--- src/rtl/uart_arbiter.sv ---
// uart_arbiter: shares one UART byte-buffer read/write port pair among NREQ requesters.
// Read and write are arbitrated independently; define UART_ARB_FIXED_PRIO_EN for fixed priority.
module uart_arbiter #(
  parameter int NREQ = 2
) (
  input  logic               clk,
  input  logic               rst,
  input  logic [NREQ-1:0]    req_renable,
  output logic [NREQ-1:0]    req_rdone,
  output logic [31:0]        req_rdata,
  input  logic [NREQ-1:0]    req_wenable,
  input  logic [32*NREQ-1:0] req_wdata,
  output logic [NREQ-1:0]    req_wdone,
  output logic               buf_renable,
  input  logic               buf_rdone,
  input  logic [31:0]        buf_rdata,
  output logic               buf_wenable,
  input  logic               buf_wdone,
  output logic [31:0]        buf_wdata
);
  localparam int IW = $clog2(NREQ);

  typedef enum logic {R_IDLE, R_WAIT} rstate_t;
  typedef enum logic {W_IDLE, W_WAIT} wstate_t;

  rstate_t         r_rstate;
  wstate_t         r_wstate;
  logic [NREQ-1:0] r_rpend;
  logic [NREQ-1:0] r_wpend;
  logic [31:0]     r_wdata_q [NREQ];
  logic [IW-1:0]   r_rgrant;
  logic [IW-1:0]   r_wgrant;
  logic [IW-1:0]   w_rptr;
  logic [IW-1:0]   w_wptr;
  logic [IW-1:0]   w_rpick;
  logic [IW-1:0]   w_wpick;
  logic [NREQ-1:0] w_rclr;
  logic [NREQ-1:0] w_wclr;

  // First set bit of pend at or after ptr, wrapping modulo NREQ.
  function automatic logic [IW-1:0] f_pick(input logic [NREQ-1:0] pend, input logic [IW-1:0] ptr);
    logic [2*NREQ-1:0] rot;
    logic              found;
    int                s;
    f_pick = '0;
    found  = 1'b0;
    s      = 0;
    rot    = {pend, pend} >> ptr;
    for (int k = 0; k < NREQ; k++) begin
      if (!found && rot[k]) begin
        found = 1'b1;
        s = int'(ptr) + k;
        if (s >= NREQ) s = s - NREQ;
        f_pick = IW'(s);
      end
    end
  endfunction

  function automatic logic [IW-1:0] f_next(input logic [IW-1:0] g);
    f_next = (g == IW'(NREQ - 1)) ? '0 : g + 1'b1;
  endfunction

`ifdef UART_ARB_FIXED_PRIO_EN
  assign w_rptr = '0;
  assign w_wptr = '0;
`else
  logic [IW-1:0] r_rptr;
  logic [IW-1:0] r_wptr;

  assign w_rptr = r_rptr;
  assign w_wptr = r_wptr;

  always_ff @(posedge clk or posedge rst) begin
    if (rst) begin
      r_rptr <= '0;
      r_wptr <= '0;
    end else begin
      if (r_rstate == R_WAIT && buf_rdone) r_rptr <= f_next(r_rgrant);
      if (r_wstate == W_WAIT && buf_wdone) r_wptr <= f_next(r_wgrant);
    end
  end
`endif

  assign w_rpick = f_pick(r_rpend, w_rptr);
  assign w_wpick = f_pick(r_wpend, w_wptr);

  always_comb begin
    w_rclr = '0;
    w_wclr = '0;
    if (r_rstate == R_WAIT && buf_rdone) w_rclr[r_rgrant] = 1'b1;
    if (r_wstate == W_WAIT && buf_wdone) w_wclr[r_wgrant] = 1'b1;
  end

  // Set wins over clear, so a re-request coinciding with its own completion is kept.
  always_ff @(posedge clk or posedge rst) begin
    if (rst) begin
      r_rpend <= '0;
      r_wpend <= '0;
      for (int i = 0; i < NREQ; i++) r_wdata_q[i] <= '0;
    end else begin
      r_rpend <= (r_rpend & ~w_rclr) | req_renable;
      r_wpend <= (r_wpend & ~w_wclr) | req_wenable;
      for (int i = 0; i < NREQ; i++) begin
        if (req_wenable[i] && (!r_wpend[i] || w_wclr[i])) r_wdata_q[i] <= req_wdata[32*i +: 32];
      end
    end
  end

  always_ff @(posedge clk or posedge rst) begin
    if (rst) begin
      r_rstate    <= R_IDLE;
      r_rgrant    <= '0;
      buf_renable <= 1'b0;
      req_rdone   <= '0;
      req_rdata   <= '0;
    end else begin
      buf_renable <= 1'b0;
      req_rdone   <= w_rclr;
      case (r_rstate)
        R_IDLE: begin
          if (|r_rpend) begin
            r_rgrant    <= w_rpick;
            buf_renable <= 1'b1;
            r_rstate    <= R_WAIT;
          end
        end
        R_WAIT: begin
          if (buf_rdone) begin
            req_rdata <= buf_rdata;
            r_rstate  <= R_IDLE;
          end
        end
        default: r_rstate <= R_IDLE;
      endcase
    end
  end

  always_ff @(posedge clk or posedge rst) begin
    if (rst) begin
      r_wstate    <= W_IDLE;
      r_wgrant    <= '0;
      buf_wenable <= 1'b0;
      buf_wdata   <= '0;
      req_wdone   <= '0;
    end else begin
      buf_wenable <= 1'b0;
      req_wdone   <= w_wclr;
      case (r_wstate)
        W_IDLE: begin
          if (|r_wpend) begin
            r_wgrant    <= w_wpick;
            buf_wdata   <= r_wdata_q[w_wpick];
            buf_wenable <= 1'b1;
            r_wstate    <= W_WAIT;
          end
        end
        W_WAIT: begin
          if (buf_wdone) r_wstate <= W_IDLE;
        end
        default: r_wstate <= W_IDLE;
      endcase
    end
  end

endmodule

--- config.mk ---
export PLATFORM = sky130hd
export DESIGN_NAME = uart_arbiter
export DESIGN_NICKNAME = d
export VERILOG_FILES = /design/src/rtl/uart_arbiter.sv
export SDC_FILE = /design/constraint.sdc
export NUM_CORES = 1
export LEC_CHECK = 0
export CELL_PAD_IN_SITES_DETAIL_PLACEMENT = 0
export CELL_PAD_IN_SITES_GLOBAL_PLACEMENT = 1
export CORE_MARGIN = 10
export CORE_UTILIZATION = 40
export DETAILED_ROUTE_END_ITERATION = 7
export GPL_TIMING_DRIVEN = 1
export PLACE_DENSITY = 0.84
export SETUP_SLACK_MARGIN = 0.3
export SYNTH_ARGS = -nofsm -noshare
export SYNTH_HDL_FRONTEND = slang
export SYNTH_SLANG_ARGS = --single-unit
--- constraint.sdc ---
create_clock -name clk -period 9.1 [get_ports clk]
set_clock_uncertainty 0.2 [all_clocks]
set_input_delay 2.275 -clock clk [delete_from_list [all_inputs] [get_ports clk]]
set_output_delay 2.275 -clock clk [all_outputs]
set_load 0.005 [all_outputs]
After elaboration in Yosys (flattened, before gate mapping)
Index checks and enable logic that the tools add are counted.
{ "op_classes": {"n_addsub": 8, "mul": 0, "n_div": 0, "magnitude_cmp": 9, "n_eq_ne": 0, "shift": 2, "muxes": 29, "bitwise": 9, "reduce_logical": 19} }
{ "op_table": {"columns": ["op", "n"], "rows": [
  ["$mux W32", 3],
  ["$mux W1", 20],
  ["$logic_and A1 B1 Y1", 8],
  ["$shr A4 B1 Y2", 2],
  ["$ge A2 B2 Y1 const B", 3],
  ["$reduce_and A2 Y1", 3],
  ["$add A1 B1 Y2 const B", 2],
  ["$and A2 B2 Y2", 2],
  ["$ge A1 B2 Y1 const B", 2],
  ["$logic_not A1 Y1", 4],
  ["$lt A1 B2 Y1 const B", 2],
  ["$mux W2", 2],
  ["$not A2 Y2", 2],
  ["$or A2 B2 Y2", 2],
  ["$pmux W1 S2", 2],
  ["$reduce_or A2 Y1", 2],
  ["$sub A1 B1 Y1 const B", 4],
  ["$add A1 B1 Y1 const B", 2],
  ["$demux W1 S1", 2],
  ["$ge A1 B1 Y1 const B", 2],
  ["$logic_or A1 B1 Y1", 2],
  ["$not A1 Y1", 2],
  ["$not A1 Y2", 1]
]} }
{ "totals": {"reg_bits": 144, "latchBits": 0, "ram_bits": 0, "romBits": 0, "inputBits": 104, "out_inout_bits": 70, "mem_count": 0} }

Depth between registers and ports, before layout
Gate-level depths: netlist of run 1.
{ "logic_depth": {"word_depth": 9, "ltp_mapped": 5} }

Worst setup path before layout of run 1
Ideal clock, no wire load.
{ "synth_path": {"path_type": "input port to flip-flop", "from": "input buf_wdone", "to": "register r_wdata_q[45] in the netlist's numbering", "setup_time_ns": 0.125, "arrival_time_ns": 3.113, "required_time_ns": 8.775, "setup_slack_ns": 5.662, "path_stages": 4, "n_path_buf": 1, "path_cell_list": "nand3b_2 -> a21boi_4 -> buf_6 -> mux2_4"} }
{ "synth_via": {"elab_chain_len": 4} }
{ "synth_rtl": {"columns": ["element", "line_no", "rtl"], "rows": [
  ["start, declared", "18", "input logic buf_wdone,"],
  ["$logic_and A1 B1 Y1", "91", "if (r_wstate == W_WAIT && buf_wdone) w_wclr[r_wgrant] = 1'b1;"],
  ["$mux W2", "91", null],
  ["$logic_or A1 B1 Y1", "104", "if (req_wenable[i] && (!r_wpend[i] || w_wclr[i])) r_wdata_q[i] <= req_wdata[32*i +: 32];"],
  ["$logic_and A1 B1 Y1", "104", null],
  ["end signal, assigned by index", "104", null],
  ["end, declared", "30", "logic [31:0] r_wdata_q [NREQ];"]
]} }
No other way between the ends.
A chain may end at the register's enable or synchronous reset.

Final worst setup path of run 1
{ "layout_path": {"from": "input buf_wdone", "to": "register r_wdata_q[56] in the netlist's numbering"} }
Same word-level chain as after synthesis.

==> flow_metrics.py, run 1 <==
metrics = {
    "detailed_routing": {
        "drc": 0,
        "first_pass_iters": 4,
        "routed_wl_mm": 15.60,
        "wl_per_cell_um": 20.53,
        "drt_iter0_drc": 208,
        "drtAntennaViolNets": 0,
        "viasPerCell": 5.225,
        "vias": 3971,
    },
    "floorplanning": {
        "core_um2": 14040,
        "die_area_um2": 19690,
        "start_util": 0.4123,
        "pin_count": 174,
        "die_h_um": 140.3,
        "fp-row-count": 43,
        "die_x_um": 140.3,
    },
    "power_and_ir_drop": {
        "vdd_drop_max_mv": 0.1927,
        "p_int_mw": 1.689,
        "seqPwrFrac": 0.436,
        "leakage_nw": 3.404,
        "p_switching_uw": 610.5,
        "power_density_nw_per_um2": 280.1,
        "pwr-share-clk": 0.292,
        "comb_power_share": 0.272,
        "swShare": 0.2655,
    },
    "timing": {
        "finalHoldViolCount": 0,
        "setup_tns_ns": 0,
        "layout_setup_ws_ns": 4.896,
        "relSlewSlack": 0.1892,
        "rsz0062_at_grt": "no",
        "tightest_slew_ns": 1.215,
        "clock.fmax_mhz": 237.8,
        "fin_crit_sh": 0.4620,
        "fin_crit_ns": 4.204,
        "finalSetupViolCount": 0,
        "drv_slew": 0,
    },
    "clock_network": {
        "ctsHoldBuffers": 0,
        "cts.clk_slew.worst_paths_ns": 0.06,
        "cts_tree": "yes",
        "clock_latency_ns": 0.41,
        "clock_path_buffers": 2,
        "postCtsSetupBuffers": 0,
        "cts-root-buf": "clkbuf_16",
        "cts.repair.resized": 0,
        "cts.sinks": 144,
        "h-tree-depth": 4,
        "cts_buffers": 17,
    },
    "logic_synthesis": {
        "syn_nets": 503,
        "synth_area_leaders": "dfrtp_1, mux2_2, mux2_4, a2bb2oi_1, a31oi_1",
        "yosysUniqueCellTypes": 27,
        "yosysWarnings": 0,
        "syn-cell-area_um2": 5789,
        "synth_top_area_frac": 0.6224,
        "yosys.area.top_type": "dfrtp_1",
        "avgSynthCellArea_um2": 14.51,
        "ys_seq_elements": 144,
        "seq_area_frac_synth": 0.6224,
        "syn_inst": 399,
    },
    "final_layout": {
        "drive_gt1_frac": 0.2379,
        "design_area_um2": 8210,
        "nNetsFinal": 672,
        "n_fill_cell": 1089,
        "areaGrowthSynthToFinish_pct": 41.82,
        "diodes": 0,
        "fin_cells": 760,
    },
    "worst_setup_path": {
        "arrival_ns": 4.30,
        "r2r_cells": 3,
        "endpoint_kind": "flip-flop",
        "worstPathMaxFanout": 17,
        "startpoint_type": "input pin",
        "path_class": "in -> reg",
        "rrSetupSlack_ns": 6.05,
        "required_ns": 9.20,
    },
    "placement": {
        "gp_congestion": 0.7763,
        "place_inst": 729,
        "placed_cell_area_um2": 7639,
        "portBuffers": 173,
        "post-dp-hpwl_mm": 11.03,
        "dpl_worst_slack_ns": 4.478,
    },
    "global_routing": {
        "overflow": 0,
        "grt_pass1_vias": 4415,
        "grt_antenna_before_repair": 0,
        "grt_pass1_wl_mm": 24.65,
        "track_usage": 0.1594,
        "grt_max_degree": 88,
    },
    "run": {
        "drv_cap": 0,
    },
    "outcome": {
        "status": "finished, final reports clean",
    },
    "min_path": {
        "hp-class": "reg -> reg",
        "min_path_cells": 1,
    },
}
[path summary, 6_finish.rpt]
path                             from       endpoint
max in group asynchronous         rst     r_wpend[1]
setup / recovery            buf_wdone  r_wdata_q[56]
hold reg to reg              r_rstate    buf_renable
setup reg to reg           r_wpend[1]  buf_wdata[30]
min in group asynchronous         rst   req_rdata[7]
hold / removal               r_rstate    buf_renable
[kinds of logic after synthesis]
group | share of synthesized area
and+or+nand+nor | 0.01340
buffers and inverters | 0.03198
AOI/OAI and AO/OA | 0.1325
DFF | 0.6224
muxes | 0.1997
[flip-flops by register name (all words and copies together) (netlist names)]
signal       flops
r_wdata_q       64
buf_wdata       32
req_rdata       32
r_rpend          2
r_wpend          2
req_rdone        2
req_wdone        2
buf_renable      1
buf_wenable      1
r_rgrant         1
r_rptr           1
r_rstate         1
r_wgrant         1
r_wptr           1
r_wstate         1
[area by class of cell]
cell class | instances | area (um^2) | area share
clock buffers | 20 | 456.7 | 0.05562
clock inverters | 11 | 115.1 | 0.01402
inverters | 7 | 31.28 | 0.003810
multi-input cells | 220 | 2008 | 0.2446
flip-flops and latches | 144 | 3605 | 0.4390
well taps | 180 | 225.2 | 0.02743
repair buffers | 178 | 1769 | 0.2155
[critical path: stages]
cell and delay (ns):
clkdlybuf4s50_1 0.56, nand3b_2 0.15, a21boi_4 0.53, buf_4 0.39
mux2_2 0.37
[per-layer routing]
metal / vias up / track usage / part of all wire
met2: 134 / 0.2539 / 0.50
met1: 2027 / 0.1920 / 0.40
li1: 1799 / - / -
met4: 0 / 0.04891 / 0.011
met3: 11 / 0.06626 / 0.086
met5: - / 0 / 0
[placed cells by master (no fill, tap or decap), types with 2 or more instances in the layout]
cell type and n:
nand2b_1 2, o21ai_0 33, a21boi_4 2, buf_4 5, clkdlybuf4s50_1 173, clkinvlp_4 4
a21o_1 2, nand2_1 4, dfrtp_1 143, inv_1 6, a2bb2oi_1 32, mux2_4 20
mux2_2 74, clkbuf_16 17, clkinv_2 5, mux2_1 2, a21oi_1 2, a31oi_1 33
clkbuf_8 2, nor2_1 4, bufinv_16 2
[stage by stage]
| stage | utilization | hold slack (ns) | power (mW) |
|---|---|---|---|
| 5_1_grt | 0.5847 | 0.2988 | 2.428 |
| 2_1_floorplan | - | 0.2394 | 1.314 |
| 4_1_cts | 0.5847 | 0.2714 | 2.325 |
| 3_5_place_dp | 0.5440 | 0.2630 | 1.643 |
| 6_report | 0.5847 | 0.2669 | 2.299 |
| 3_3_place_gp | 0.5440 | 0.2536 | 1.617 |
[power by group through the flow]
stage	sequential (mW)	clock (mW)	combinational, mW
2_1_floorplan	0.974	0	0.340
3_3_place_gp	1.00	0	0.616
3_5_place_dp	1.01	0	0.635
4_1_cts	1.00	0.683	0.638
5_1_grt	1.03	0.715	0.681
6_report	1.00	0.672	0.625
[synthesized netlist by cell type, drive strengths merged]
cell     instances
dfrtp          144
mux2            96
a31oi           33
o21ai           33
a2bb2oi         32
clkbuf          15
buf             13
inv              7
nand2            4
nor2             4
a21boi           3
a21o             3
a21oi            2
nand2b           2
o21bai           2
and2b            1
and3             1
nand3            1
nand3b           1
o31a             1
o31ai            1
Note: power is estimated with default switching activity, not from simulation.
==> run 2: changes to the inputs <==
--- a/config.mk
+++ b/config.mk
@@ -8,10 +8,10 @@
 export CELL_PAD_IN_SITES_DETAIL_PLACEMENT = 0
 export CELL_PAD_IN_SITES_GLOBAL_PLACEMENT = 1
 export CORE_MARGIN = 10
-export CORE_UTILIZATION = 40
+export CORE_UTILIZATION = 38
 export DETAILED_ROUTE_END_ITERATION = 7
 export GPL_TIMING_DRIVEN = 1
-export PLACE_DENSITY = 0.84
+export PLACE_DENSITY = 0.81
 export SETUP_SLACK_MARGIN = 0.3
 export SYNTH_ARGS = -nofsm -noshare
 export SYNTH_HDL_FRONTEND = slang
==> constraint.sdc (replaced) <==
create_clock -name clk -period 4.01 [get_ports clk]
set_clock_uncertainty 0.2 [all_clocks]
set_input_delay 1.0025 -clock clk [delete_from_list [all_inputs] [get_ports clk]]
set_output_delay 1.0025 -clock clk [all_outputs]
set_load 0.005 [all_outputs]
==> run 2 against run 1 <==
Die area up 4.5%. Largest cell class unchanged. Register-to-register slack got worse by 4.8 ns. Combinational power rose by 130%. Critical path depth is 2 lower. Sequential share of layout area is 0.60 points lower. Sequential power increased by 130%. Via count about the same. Critical endpoint is now buf_wdata[26]. Cell area grew 1.4%. Total power grew 130%.
==> flow_metrics.py, run 2 (synthesis results as in run 1) <==
metrics = {
    "worst_setup_path": {
        "arrival_ns": 2.82,
        "required_ns": 4.10,
        "endpoint_kind": "flip-flop",
        "path_class": "reg -> reg",
        "startpoint_type": "flip-flop",
        "worstPathMaxFanout": 33,
    },
    "clock_network": {
        "cts_tree": "yes",
        "h-tree-depth": 4,
        "cts.repair.resized": 0,
        "clock_latency_ns": 0.42,
        "clock_path_buffers": 2,
        "cts_buffers": 17,
        "postCtsSetupBuffers": 0,
        "cts.sinks": 144,
        "cts-root-buf": "clkbuf_16",
        "ctsHoldBuffers": 0,
        "cts.clk_slew.worst_paths_ns": 0.06,
    },
    "min_path": {
        "hp-class": "reg -> reg",
    },
    "power_and_ir_drop": {
        "leakage_nw": 3.452,
        "pwr-share-clk": 0.312,
        "swShare": 0.2633,
        "vdd_drop_max_mv": 0.3144,
        "comb_power_share": 0.268,
        "p_int_mw": 3.955,
        "p_switching_mw": 1.414,
        "power_density_nw_per_um2": 645.1,
        "seqPwrFrac": 0.420,
    },
    "floorplanning": {
        "fp-row-count": 45,
        "core_um2": 15090,
        "die_x_um": 143.4,
        "die_h_um": 143.4,
        "die_area_um2": 20570,
        "pin_count": 174,
        "start_util": 0.3837,
    },
    "detailed_routing": {
        "first_pass_iters": 4,
        "routed_wl_mm": 15.70,
        "viasPerCell": 5.146,
        "vias": 3973,
        "wl_per_cell_um": 20.34,
        "drt_iter0_drc": 230,
        "drc": 0,
        "drtAntennaViolNets": 0,
    },
    "final_layout": {
        "n_fill_cell": 1256,
        "diodes": 0,
        "largest_register_ffs": 64,
        "nNetsFinal": 675,
        "mostFrequentLayoutCells": "clkdlybuf4s50_1, dfrtp_1, mux2_2",
        "drive_gt1_frac": 0.2432,
        "seqCellArea_um2": 3603,
        "max_flop_register": "r_wdata_q",
        "mostFrequentLayoutCell": "clkdlybuf4s50_1",
        "areaGrowthSynthToFinish_pct": 43.74,
        "multiInputGateArea_um2": 2008,
        "top_regs": "r_wdata_q: 64 flops, buf_wdata: 32 flops, req_rdata: 32 flops",
    },
    "timing": {
        "layout_setup_ws_ns": 1.284,
        "relSlewSlack": 0.2794,
        "finalHoldViolCount": 0,
        "fin_crit_ns": 2.726,
        "finalSetupViolCount": 0,
        "tightest_slew_ns": 1.081,
        "setup_tns_ns": 0,
        "drv_slew": 0,
        "clock.fmax_mhz": 366.9,
        "rsz0062_at_grt": "no",
        "fin_crit_sh": 0.6797,
    },
    "run": {
        "drv_cap": 0,
    },
    "placement": {
        "portBuffers": 173,
        "post-dp-hpwl_mm": 10.95,
        "dpl_worst_slack_ns": 0.9523,
        "gp_congestion": 0.7607,
    },
    "global_routing": {
        "grt_antenna_before_repair": 0,
        "grt_pass1_wl_mm": 24.85,
        "track_usage": 0.1562,
        "grt_pass1_vias": 4453,
        "overflow": 0,
        "grt_max_degree": 145,
    },
    "outcome": {
        "status": "finished, final reports clean",
    },
}
## run 2: worst paths after layout
| path | start | to | slack [ns] | depth (start not counted) |
|---|---|---|---|---|
| max in group asynchronous | rst | r_wdata_q[10] | 2.08 | 3 |
| min reg2reg | r_rstate | buf_renable | 0.27 | 1 |
| max reg2reg | r_wpend[1] | buf_wdata[26] | 1.28 | 3 |
| max | r_wpend[1] | buf_wdata[26] | 1.28 | 3 |
| min in group asynchronous | rst | req_rdata[15] | 0.96 | 3 |
| min | r_rstate | buf_renable | 0.27 | 1 |
## run 2: per-layer routing
layer,GRT usage,part of all wire,routed length [um],vias to the layer above
met5,0,0,0,-
met4,0.04352,0.010,161,0
met3,0.07459,0.094,1480,12
met2,0.2551,0.50,7892,136
met1,0.1791,0.39,6164,2014
li1,-,-,-,1811
## run 2: worst max-delay path, cell delays in order, from the launching register on
cell and delay (ns):
dfrtp_1 1.05, inv_1 0.79, o21ai_0 0.43, a2bb2oi_1 0.11
## run 2: final cells by class
class / instances / area share
Timing Repair Buffer: 181 / 0.2183
Multi-Input combinational cell: 220 / 0.2413
Tap cell: 188 / 0.02827
Sequential cell: 144 / 0.4330
Clock buffer: 18 / 0.05277
Clock inverter: 14 / 0.02270
Inverter: 7 / 0.003608
## run 2: power groups by stage
stage               Clock [mW]  Sequential (mW)  Combinational, mW
CTS                       1.71             2.26               1.47
global route              1.78             2.33               1.56
finish                    1.67             2.26               1.44
global placement             0             2.26               1.42
detailed placement           0             2.28               1.46
floorplan                    0             2.21              0.772
## run 2: metrics by stage
stage          cells    util  power [mW]  hold WS [ns]  cell area, um^2
5_1_grt          772  0.5515       5.676        0.3012             8322
3_5_place_dp     740  0.5099       3.742        0.2725             7694
6_report         772  0.5515       5.368        0.2731             8322
3_3_place_gp     740  0.5099       3.674        0.2609             7694
4_1_cts          772  0.5515       5.439        0.2773             8322
2_1_floorplan    399       -       2.983        0.2394             5793
